==> src/rtl/modulo_pkg.sv <==
// modulo_pkg: state encoding and width helpers shared by the modulo/divider/reconstruct blocks. Rev 1.0
`default_nettype none

package modulo_pkg;

   localparam logic ST_IDLE    = 1'b0;
   localparam logic ST_CALC    = 1'b1;
   localparam int   ACC_FACTOR = 2;

   typedef enum logic {
      IDLE = ST_IDLE,
      CALC = ST_CALC
   } state_t;

   // Accumulator must hold a full SIZE x SIZE product plus a SIZE-bit addend.
   function automatic int acc_width(input int size);
      return ACC_FACTOR * size;
   endfunction

endpackage

`default_nettype wire

==> src/rtl/modulo_reconstruct_sec_shift_add_step.sv <==
// shift_add_step: combinational next state of one radix-2 shift-add multiply step. Rev 1.0
`default_nettype none

module shift_add_step #(
   parameter int SIZE = 16,
   parameter int AW   = 2 * SIZE
) (
   input  logic [AW-1:0]   acc,
   input  logic [AW-1:0]   mcand,
   input  logic [SIZE-1:0] mplier,
   output logic [AW-1:0]   acc_nxt,
   output logic [AW-1:0]   mcand_nxt,
   output logic [SIZE-1:0] mplier_nxt
);

   always_comb begin
      acc_nxt    = mplier[0] ? (acc + mcand) : acc;
      mcand_nxt  = mcand << 1;
      mplier_nxt = mplier >> 1;
   end

endmodule

`default_nettype wire

==> src/rtl/modulo_reconstruct_sec.sv <==
// modulo_reconstruct_sec: rebuilds divident = quotient*divisor + remainder with an early-terminating shift-add engine.
// Optional operand consistency check enabled by MODULO_RECONSTRUCT_CHECK_EN. Rev 1.0
`default_nettype none

module modulo_reconstruct_sec
   import modulo_pkg::*;
#(
   parameter int   SIZE            = 16,
   parameter logic CALCULATION_OUT = 1'b0
) (
   input  logic            clk,
   input  logic            rst_n,
   input  logic [SIZE-1:0] quotient,
   input  logic [SIZE-1:0] divisor,
   input  logic [SIZE-1:0] remainder,
   input  logic            start,
   output logic            done,
   output logic [SIZE-1:0] divident,
   output logic            overflow,
   output logic            invalid
);

   localparam int AW = acc_width(SIZE);

   state_t            state;
   logic [AW-1:0]     acc;
   logic [AW-1:0]     mcand;
   logic [SIZE-1:0]   mplier;
   logic [AW-1:0]     acc_nxt;
   logic [AW-1:0]     mcand_nxt;
   logic [SIZE-1:0]   mplier_nxt;

   shift_add_step #(
      .SIZE (SIZE),
      .AW   (AW)
   ) u_step (
      .acc        (acc),
      .mcand      (mcand),
      .mplier     (mplier),
      .acc_nxt    (acc_nxt),
      .mcand_nxt  (mcand_nxt),
      .mplier_nxt (mplier_nxt)
   );

   // Terminates as soon as no multiplier bits remain, so latency tracks quotient magnitude.
   always_ff @(posedge clk or negedge rst_n) begin
      if (!rst_n) begin
         state  <= IDLE;
         acc    <= '0;
         mcand  <= '0;
         mplier <= '0;
      end else begin
         case (state)
            IDLE: begin
               if (start) begin
                  state  <= CALC;
                  acc    <= {{SIZE{1'b0}}, remainder};
                  mcand  <= {{SIZE{1'b0}}, divisor};
                  mplier <= quotient;
               end
            end
            CALC: begin
               if (mplier == '0) begin
                  state <= IDLE;
               end else begin
                  acc    <= acc_nxt;
                  mcand  <= mcand_nxt;
                  mplier <= mplier_nxt;
               end
            end
            default: state <= IDLE;
         endcase
      end
   end

   assign done     = (state == IDLE);
   assign divident = done ? acc[SIZE-1:0] : {SIZE{CALCULATION_OUT}};
   assign overflow = done & (|acc[AW-1:SIZE]);

`ifdef MODULO_RECONSTRUCT_CHECK_EN
   logic invalid_r;

   always_ff @(posedge clk or negedge rst_n) begin
      if (!rst_n) begin
         invalid_r <= 1'b0;
      end else if ((state == IDLE) && start) begin
         invalid_r <= (divisor == '0) | (remainder >= divisor);
      end
   end

   assign invalid = done & invalid_r;
`else
   assign invalid = 1'b0;
`endif

endmodule

`default_nettype wire

==> config.mk <==
export PLATFORM = sky130hd
export DESIGN_NAME = modulo_reconstruct_sec
export DESIGN_NICKNAME = d
export VERILOG_FILES = /design/src/rtl/modulo_pkg.sv /design/src/rtl/modulo_reconstruct_sec_shift_add_step.sv /design/src/rtl/modulo_reconstruct_sec.sv
export SDC_FILE = /design/constraint.sdc
export NUM_CORES = 1
export LEC_CHECK = 0
export ABC_CLOCK_PERIOD_IN_PS = 3400
export BUFFER_PORTS_ARGS = -buffer_cell sky130_fd_sc_hd__buf_4
export CORE_MARGIN = 3
export CORE_UTILIZATION = 60
export CTS_BUF_LIST = sky130_fd_sc_hd__clkbuf_2
export DETAILED_ROUTE_END_ITERATION = 10
export PLACE_DENSITY = 0.85
export SKIP_LAST_GASP = 1
export SLEW_MARGIN = 10
export SYNTH_ARGS = -nofsm -noshare
export SYNTH_HDL_FRONTEND = slang
export SYNTH_SLANG_ARGS = --single-unit
export TNS_END_PERCENT = 50
==> constraint.sdc <==
create_clock -name clk -period 3.4 [get_ports clk]
set_clock_uncertainty 0.15 [all_clocks]
set_input_delay 0.34 -clock clk [delete_from_list [all_inputs] [get_ports clk]]
set_output_delay 0.34 -clock clk [all_outputs]
set_load 0.05 [all_outputs]
# Yosys cells after proc, flatten, opt, wreduce, memory -nomap -nowiden
# Cells that the tools add are included.
[totals] elab_cells=28 out_inout_bits=19 input_bits=51 ff_bits=81
[op_classes] eq_ne=3 bitwise=2 addsub=1 n_reduce_logical=4 muxes=14
[ops] cell="$mux 32" n=5
[ops] cell="$pmux 32 s2" n=2
[ops] cell="$mux 16" n=3
[ops] cell="$add 32x32->32" n=1
[ops] cell="$pmux 16 s2" n=1
[ops] cell="$logic_not 16->1" n=1
[ops] cell="$reduce_or 16->1" n=1
[ops] cell="$ne 2x2->1 const B" n=2
[ops] cell="$reduce_and 3->1" n=1
[ops] cell="$mux 1" n=2
[ops] cell="$ne 2x1->1 const B" n=1
[ops] cell="$pmux 1 s2" n=1
[ops] cell="$reduce_and 2->1" n=1
[ops] cell="$and 1x1->1" n=1
[ops] cell="$not 1->1" n=1

# Depth between registers and ports, before layout
# Gate-level depths: netlist (run 1).
[logic_depth] word_depth=4 mapped_depth=11 ltp_nobuf=11

# Cells and area by module
# A second synthesis (run 1) with hierarchy kept.
[hier_totals] hier_cells=922 hier_area_um2=7780.0
[modules_own_cells] module="modulo_reconstruct_sec" cells_each=552 n_inst=1 seq_area_each_um2=2026.9 area_each_um2=5183.7
[modules_own_cells] module="shift_add_step" cells_each=370 n_inst=1 seq_area_each_um2=0.0 area_each_um2=2596.2

# Worst setup path after synthesis (run 1)
# OpenSTA, ideal clock, no wires.
[synth_timing] path_kind="register to register" start="reg acc[0]" end="reg acc[30]" setup_ps=69 t_arrival_ps=2805 synth_period_minus_slack_ps=3024 n_path_buf=0 required_time_ps=3181 path_stages_with_launch=12 path_slack_ps=376 path_cell_list="dfrtp_1 > ha_1 > fa_1 > a21o_1 > a21oi_2 > o21ai_1 > a21oi_1 > o21ai_2 > a2111oi_4 > nor4_1 > or4_1 > nand3_1"
[synth_via] elab_chain_len=4
[synth_lines] item="start: declaration" line="modulo_reconstruct_sec.sv:26" source="logic [AW-1:0] acc;"
[synth_lines] item="start signal: assignment" line="modulo_reconstruct_sec.sv:57" source="acc <= {{SIZE{1'b0}}, remainder};"
[synth_lines] item="start signal: assignment" line="modulo_reconstruct_sec.sv:66" source="acc <= acc_nxt;"
[synth_lines] item="$add 32x32->32" line="modulo_reconstruct_sec_shift_add_step.sv:17" source="acc_nxt = mplier[0] ? (acc + mcand) : acc;"
[synth_lines] item="$mux 32" line="modulo_reconstruct_sec_shift_add_step.sv:17"
[synth_lines] item="$mux 32" line="modulo_reconstruct_sec.sv:63" source="if (mplier == '0) begin"
[synth_lines] item="$pmux 32 s2" line="modulo_reconstruct_sec.sv:53" source="case (state)"
# No other way between the ends. The select of a mux whose other input is x is not followed.
# A chain may end at the register's enable or synchronous reset.

# Worst setup path in the final report (run 1)
[layout_timing] start="reg mcand[9]" end="reg acc[31]"
[layout_via] elab_chain_len=4
[layout_lines] item="start: declaration" line="modulo_reconstruct_sec.sv:27" source="logic [AW-1:0] mcand;"
[layout_lines] item="start signal: assignment" line="modulo_reconstruct_sec.sv:58" source="mcand <= {{SIZE{1'b0}}, divisor};"
[layout_lines] item="start signal: assignment" line="modulo_reconstruct_sec.sv:67" source="mcand <= mcand_nxt;"
[layout_lines] item="$add 32x32->32" line="modulo_reconstruct_sec_shift_add_step.sv:17"
[layout_lines] item="$mux 32" line="modulo_reconstruct_sec_shift_add_step.sv:17"
[layout_lines] item="$mux 32" line="modulo_reconstruct_sec.sv:63"
[layout_lines] item="$pmux 32 s2" line="modulo_reconstruct_sec.sv:53"
# No other way between the ends. The select of a mux whose other input is x is not followed.

==> reports/qor.yml, run 1 <==
run_status:
  status: "complete, no violations"
power:
  intPower_mw: 3.18
  power_density_nw_per_um2: 944
  p_switching_mw: 2.94
  comb_power_share: 0.606
  p_total_mw: 6.11
  seqPwrFrac: 0.283
  power_leakage_nw: 3.21
  netSwitchingFraction: 0.480
  clockPowerShare: 0.111
  peakVddDrop_mv: 0.583
critical_path:
  critPathArrivalTime_ns: 3.56
  r2r-start: "mcand[9]"
  critPathSlowestCell: "dfrtp_1"
  worstPathCellList: "ha_1 > a211oi_1 > a211oi_2 > nand4_1 > a211oi_2 > a211oi_2 > nor3_1 > nor3_1 > or2_0 > a221o_1"
  crit_type: "reg -> reg"
  worst_path_most_repeated_cell: "a211oi_2"
  path_buf_inv: 0
  start_kind: "flop"
  crit_family: "compound AO/OA/AOI/OAI gates"
  critPathCaptureType: "flop"
  path_max_fanout: 7
  critPathRequiredTime_ns: 3.69
  cp_num_cells: 10
  worstRegToRegCells: 10
  cp-startpoint: "mcand[9]"
  critical-path-max-stage-delay_ns: 0.47
clocking:
  clockRootBuffer: "clkbuf_2"
  cts_tree: "yes"
  clk_pin_slew_worst_paths_ns: 0.25
  clk_path_buf_depth: 2
  clock_latency_ns: 0.55
  cts_sinks: 81
  numCtsBuffers: 9
  htree_levels: 3
grt:
  grt_use_total: 0.297
  antenna_found_initial: 0
  grt_pass1_wl_um: 23500
  grt_pass1_vias: 4982
  grt_max_degree: 82
  gr-total-overflow: 0
floorplan:
  start_util: 0.625
  die_w_um: 99.0
  ioPinCount: 70
  core_area_um2: 8300
  dieArea_um2: 9800
  rows: 33
  die_h_um: 99.0
synth:
  synth_cells: 571
  syn_nets: 654
  ys_seq_area_frac: 0.391
  synth_top_cell_area_share: 0.391
  ys.warnings.count: 0
  yosys-top-cells-area: "dfrtp_1 39%, mux2i_1 7.5%, ha_1 7.5%, o21ai_0 6.7%, nand2_1 5.4%"
  synth-seq-cells: 81
  synthDistinctLibCells: 57
  synth_ff_type: "dfrtp_1"
  syn_avg_cell_area_um2: 9.09
  syn_area_um2: 5190
  async_reset_ff_frac: 1.00
  synth_edf_count: 0
  synth_top_cell_by_area: "dfrtp_1"
sta:
  fin_crit_sh: 0.962
  worst_slew_pin_slew_ns: 1.26
  fin_tns_setup_ns: 0
  max_freq_mhz: 306
  slew_headroom: 0.156
  finalCriticalPeriod_ns: 3.27
  slew_viol_final: 0
  hold_violations: 0
  setup_viol: 0
finish:
  final_util: 0.781
  area_delta_synth_final_pct: 24.8
  n_fill_cell: 479
  drive_above_1_share: 0.160
  seq_area_um2: 2030
  multi_input_area_um2: 3010
  diodes: 0
  final_nets: 764
min_path:
  hold_path_startpoint: "remainder[10]"
  min_path_cells: 4
  min_path_type: "in -> reg"
placed_design:
  gp_congestion: 0.927
  numPortBuffers: 68
  place_hpwl_um: 8960
routing:
  viasPerCell: 6.13
  antenna_left: 0
  drc: 0
  post_drt_wl_per_cell_um: 18.1
  vias: 4850
  drt-pass1-iter-count: 4
  wirelength_um: 14300
  drt_iter0_drc: 347
job:
  maxCapViolations: 0
-- worst reg2reg max path: stages (launching register included) --
cell	delay, ns
dfrtp_1	0.47
ha_1	0.45
a211oi_1	0.14
a211oi_2	0.28
nand4_1	0.22
a211oi_2	0.37
a211oi_2	0.14
nor3_1	0.31
nor3_1	0.11
or2_0	0.21
a221o_1	0.31
-- cells by family after synthesis --
group / Yosys count / synth area share
AO/OA/AOI/OAI: 181 / 0.225
multiplexers: 39 / 0.0752
XOR/XNOR: 23 / 0.0388
buffers and inverters: 46 / 0.0347
adder cells (fa/ha/maj): 32 / 0.0786
flip-flops: 81 / 0.391
other: 1 / 0.000723
AND/OR/NAND/NOR: 168 / 0.157
-- metrics by stage --
step,hold slack [ns],setup slack (ns),area (um2),instances
after global routing,0.0584,-0.0103,6480,791
final,0.0647,0.128,6480,791
after CTS,0.00758,0.0422,6440,789
after global placement,0.335,0.201,5770,722
after floorplan,-0.106,0.376,5190,571
after detailed placement,0.344,0.108,5770,722
-- registers in the layout, indices dropped and copies added (netlist names) --
register / count
mplier: 16
state: 1
acc: 32
mcand: 32
-- final timing paths --
| kind | end | slack, ns |
|---|---|---|
| worst max-delay path | acc[31] | 0.13 |
| worst max register to register | acc[31] | 0.13 |
| worst min-delay path | acc[10] | 0.06 |
| worst min register to register | mplier[12] | 0.39 |
| min in group asynchronous | mcand[28] | 0.32 |
| max in group asynchronous | state | 2.08 |
-- layer usage --
metal,share of wire,track usage
met2,0.50,0.499
met1,0.41,0.375
met3,0.060,0.0460
met4,0.031,0.140
met5,0,0
-- power groups by stage --
stage	Combinational (mW)	Sequential [mW]	Clock, mW
2_1_floorplan	2.77	1.58	0
3_3_place_gp	3.30	1.71	0
3_5_place_dp	3.43	1.73	0
4_1_cts	3.53	1.71	0.680
5_1_grt	4.06	1.78	0.714
6_report	3.71	1.73	0.680
-- cell usage in the layout (no fill, tap or decap), types with 7 or more instances in the layout --
cell           Yosys  final
ha_1              31     31
dlygate4sd3_1      0     51
nor3_1             7      7
dfrtp_1           81     80
mux2i_1           39     39
nand3_1           13     13
a21o_1            12     12
nor4_1             8      7
nand2_1           75     75
nor2_1            16     16
o21bai_1           7      7
inv_1             17     17
a22o_1            16     16
o21ai_0           69     69
a21oi_1           37     36
clkbuf_2           0      9
xnor2_1           20     20
buf_4              1     76
nor2b_1           19     19
-- timing repair --
action	4_1_cts	5_1_grt
hold buffers	51	0
setup buffers	0	2
gates resized for setup	0	4
hold endpoints to repair	128	0
endpoints found under the setup margin	0	2
-- area by class of cell --
class,count,area share
tap,105,0.0203
timing repair buffer,127,0.167
multi-input combinational,444,0.464
sequential,81,0.313
inverter,18,0.0104
clock inverter,7,0.0183
clock buffer,9,0.00695
-- cell usage after synthesis, types with 2 or more instances --
cell	count
nor3_1	7
a22o_1	16
a221o_1	3
dfrtp_1	81
o21bai_1	7
a21o_1	12
inv_1	17
a211o_1	2
nor2_1	16
or4_1	2
o21a_1	3
a21oi_2	2
or2_2	2
buf_2	3
xnor2_1	20
mux2i_1	39
nor2b_1	19
a21oi_1	37
xor2_1	3
nand3_1	13
o31ai_1	2
a211oi_2	3
nor4_1	8
and3_1	6
o21ai_0	69
nand2b_1	3
o21ai_1	6
ha_1	31
nand2_1	75
o211ai_1	3
nor3b_1	2
and4_1	2
and2_1	4
a211oi_1	4
clkbuf_1	24
nand4_1	4
Note: power is estimated with default switching activity, not from simulation.
==> inputs of run 2 (changes only) <==
- CORE_MARGIN: 3 -> 5
- CORE_UTILIZATION: 60 -> 63
- PLACE_DENSITY: 0.85 -> 0.86
- SYNTH_HIERARCHICAL: unset -> 1
==> run 2 against run 1 <==
Sequential share of layout area shrank 8.1 points. Non-clock buffer count up 31. Maximum frequency down 0.83%. Critical path depth grew 1. Worst hold slack better by 0.0059 ns. Setup slack got worse by 0.027 ns. Total power fell by 2.5%. Wire length rose by 59%. Combinational power increased by 2%. Clock power is 5.3% lower. Final cell count increased by 43%. Global-route usage grew 0.76 points. Critical path type unchanged.
==> reports/qor.yml, run 2 <==
finish:
  drive_above_1_share: 0.191  # +0.0303
  final_util: 0.729  # -0.0514
  top_regs: "acc: 32 flops, mcand: 32 flops, mplier: 16 flops"
  layout_commonest_cell: "buf_4"
  area_delta_synth_final_pct: 13.1
  final_cell_mix: "107 x buf_4, 76 x nand2_1, 75 x dfrtp_1, 67 x a41oi_1, 66 x a211oi_1"
  final_nets: 1038  # +36%
synth:
  syn_avg_cell_area_um2: 8.44  # -7.2%
  synth_common_cells: "81 x dfrtp_1, 76 x nand2_1, 73 x buf_4"
  synth-simple-area-share: 0.214  # +0.0577
  synth-compound-area-share: 0.276  # +0.0518
  synth_fa_ha_area_frac: 0.0524  # -0.0262
  synth_top_cell_by_area: "dfrtp_1"
  synth_ff_type: "dfrtp_1"
  ys.warnings.count: 6  # +6
  async_reset_ff_frac: 1.00  # unchanged
  synth_top_cell_area_share: 0.261  # -0.130
  synth-seq-cells: 81  # unchanged
  synth.area.mux_share: 0.0524  # -0.0228
  syn_area_um2: 7780  # +50%
  synth_edf_count: 0  # unchanged
  ys_seq_area_frac: 0.261  # -0.130
  synth_top_family_by_area: "compound AO/OA/AOI/OAI gates"
  synth_cells: 922  # +61%
  synth.most_common_cell: "dfrtp_1"
  synthXorXnorAreaFrac: 0.0270  # -0.0118
  yosys-top-cells-area: "dfrtp_1 26%, a41oi_1 7.5%, buf_4 7.0%, a211oi_1 6.6%, ha_1 5.0%"
  synthDistinctLibCells: 64  # +12%
grt:
  antenna_found_initial: 1  # +1
  grt_use_total: 0.304  # +0.00761
  grt_pass1_wl_um: 36400  # +55%
  gr-total-overflow: 0  # unchanged
  grt_max_degree: 80  # -2.4%
  grt_pass1_vias: 7132  # +43%
placed_design:
  gp_congestion: 0.968  # +4.4%
  numPortBuffers: 68  # unchanged
  pre_cts_slack_ns: 0.0360  # -0.0724 ns
  place_hpwl_um: 13500  # +50%
routing:
  drt_iter0_drc: 886  # +160%
  wirelength_um: 22800  # +59%
  vias: 7666  # +58%
  post_drt_wl_per_cell_um: 20.1  # +11%
  viasPerCell: 6.78  # +11%
  drt-pass1-iter-count: 6  # +2
  antenna_left: 0  # unchanged
  drc: 0  # unchanged
floorplan:
  rows: 40  # +21%
  core_area_um2: 12100  # +45%
  die_h_um: 121  # +22%
  dieArea_um2: 14700  # +50%
  ioPinCount: 70  # unchanged
  start_util: 0.645  # +0.0197
  die_w_um: 121  # +22%
clocking:
  cts_sinks: 81  # unchanged
  clk_path_buf_depth: 2  # unchanged
  numCtsBuffers: 9  # unchanged
  htree_levels: 3  # unchanged
  clk_pin_slew_worst_paths_ns: 0.28  # +0.03 ns
  clock_latency_ns: 0.65  # +0.10 ns
  cts_tree: "yes"
  clockRootBuffer: "clkbuf_2"
critical_path:
  path_max_fanout: 5  # -2
  start_kind: "flop"
  critPathArrivalTime_ns: 3.68  # +0.12 ns
  critPathRequiredTime_ns: 3.78  # +0.09 ns
  critPathCaptureType: "flop"
  crit_type: "reg -> reg"
sta:
  setup_viol: 0  # unchanged
  fin_hold_ws_ns: 0.0707  # +0.00594 ns
  fin_ws_ns: 0.101  # -0.0275 ns
  max_freq_mhz: 303  # -0.83%
  slew_headroom: 0.455  # +0.299
  finalCriticalPeriod_ns: 3.30  # +0.0275 ns
  hold_violations: 0  # unchanged
  slew_viol_final: 0  # unchanged
  fin_crit_sh: 0.970  # +0.00808
  worst_slew_pin_slew_ns: 0.817  # -0.441 ns
power:
  peakVddDrop_mv: 0.355  # -39%
  power_leakage_nw: 3.70  # +15%
  power_density_nw_per_um2: 678  # -28%
  p_total_mw: 5.96  # -2.5%
job:
  maxCapViolations: 0  # unchanged
run_status:
  status: "complete, no violations"
min_path:
  min_path_type: "in -> async"
-- run 2: logic make-up after synthesis --
| family | count (synthesis) |
|---|---|
| AND/OR/NAND/NOR | 311 |
| multiplexers | 38 |
| adder cells (fa/ha/maj) | 32 |
| buffers and inverters | 146 |
| AO/OA/AOI/OAI | 288 |
| flip-flops | 81 |
| XOR/XNOR | 24 |
| other | 2 |
-- run 2: final timing paths --
path | start | endpoint | slack, ns | depth (start not counted)
max | acc[18] | acc[31] | 0.10 | 11
min | rst_n | acc[13] | 0.07 | 2
max reg2reg | acc[18] | acc[31] | 0.10 | 11
min reg2reg | mplier[13] | mplier[12] | 0.46 | 2
max in group asynchronous | rst_n | acc[20] | 2.26 | 3
min in group clk | start | state | 0.09 | 3
-- run 2: repair_timing --
item | CTS | global route
resized for setup | 0 | 31
setup buffers | 0 | 12
endpoints found under the setup margin | 0 | 6
endpoints found under the hold margin | 94 | 0
hold buffers | 49 | 0
-- run 2: per-stage QoR --
stage / std cells / TNS [ns] / area (um2)
after floorplan: 923 / 0 / 7780
after global placement: 1051 / 0 / 7920
after detailed placement: 1051 / 0 / 7920
after CTS: 1116 / 0 / 8550
after global routing: 1129 / -0.0604 / 8790
final: 1130 / 0 / 8800
-- run 2: report_power, final --
group	switching (mW)	total, mW	internal [mW]	leakage, nW
registers	0.340	1.54	1.21	0.936
clock network	0.397	0.644	0.248	0.0783
logic	1.88	3.77	1.90	2.68
-- run 2: area by class of cell --
type                            count  area [um2]
Clock inverter                      6        92.6
Tap cell                          168         210
Multi-Input combinational cell    696        5030
Sequential cell                    81        2040
Inverter                            9        33.8
Fill cell                         814        3270
Timing Repair Buffer              158        1330
Clock buffer                       10        50.0
Antenna cell                        2        5.00
-- run 2: worst max-delay path, cell delays in order, from the launching register on --
cell and delay [ns]:
dfrtp_1 0.49, ha_1 0.39, and3_4 0.22, and4b_1 0.22
o311ai_2 0.11, nand4_1 0.14, or3b_4 0.40, o211a_1 0.13
or4_1 0.52, nand2_1 0.08, a41oi_1 0.05, a311o_1 0.31
-- run 2: routing by layer --
| metal | global-route usage | share of wire |
|---|---|---|
| met5 | 0 | 0 |
| met4 | 0.121 | 0.038 |
| met3 | 0.0550 | 0.079 |
| met2 | 0.498 | 0.48 |
| met1 | 0.398 | 0.40 |
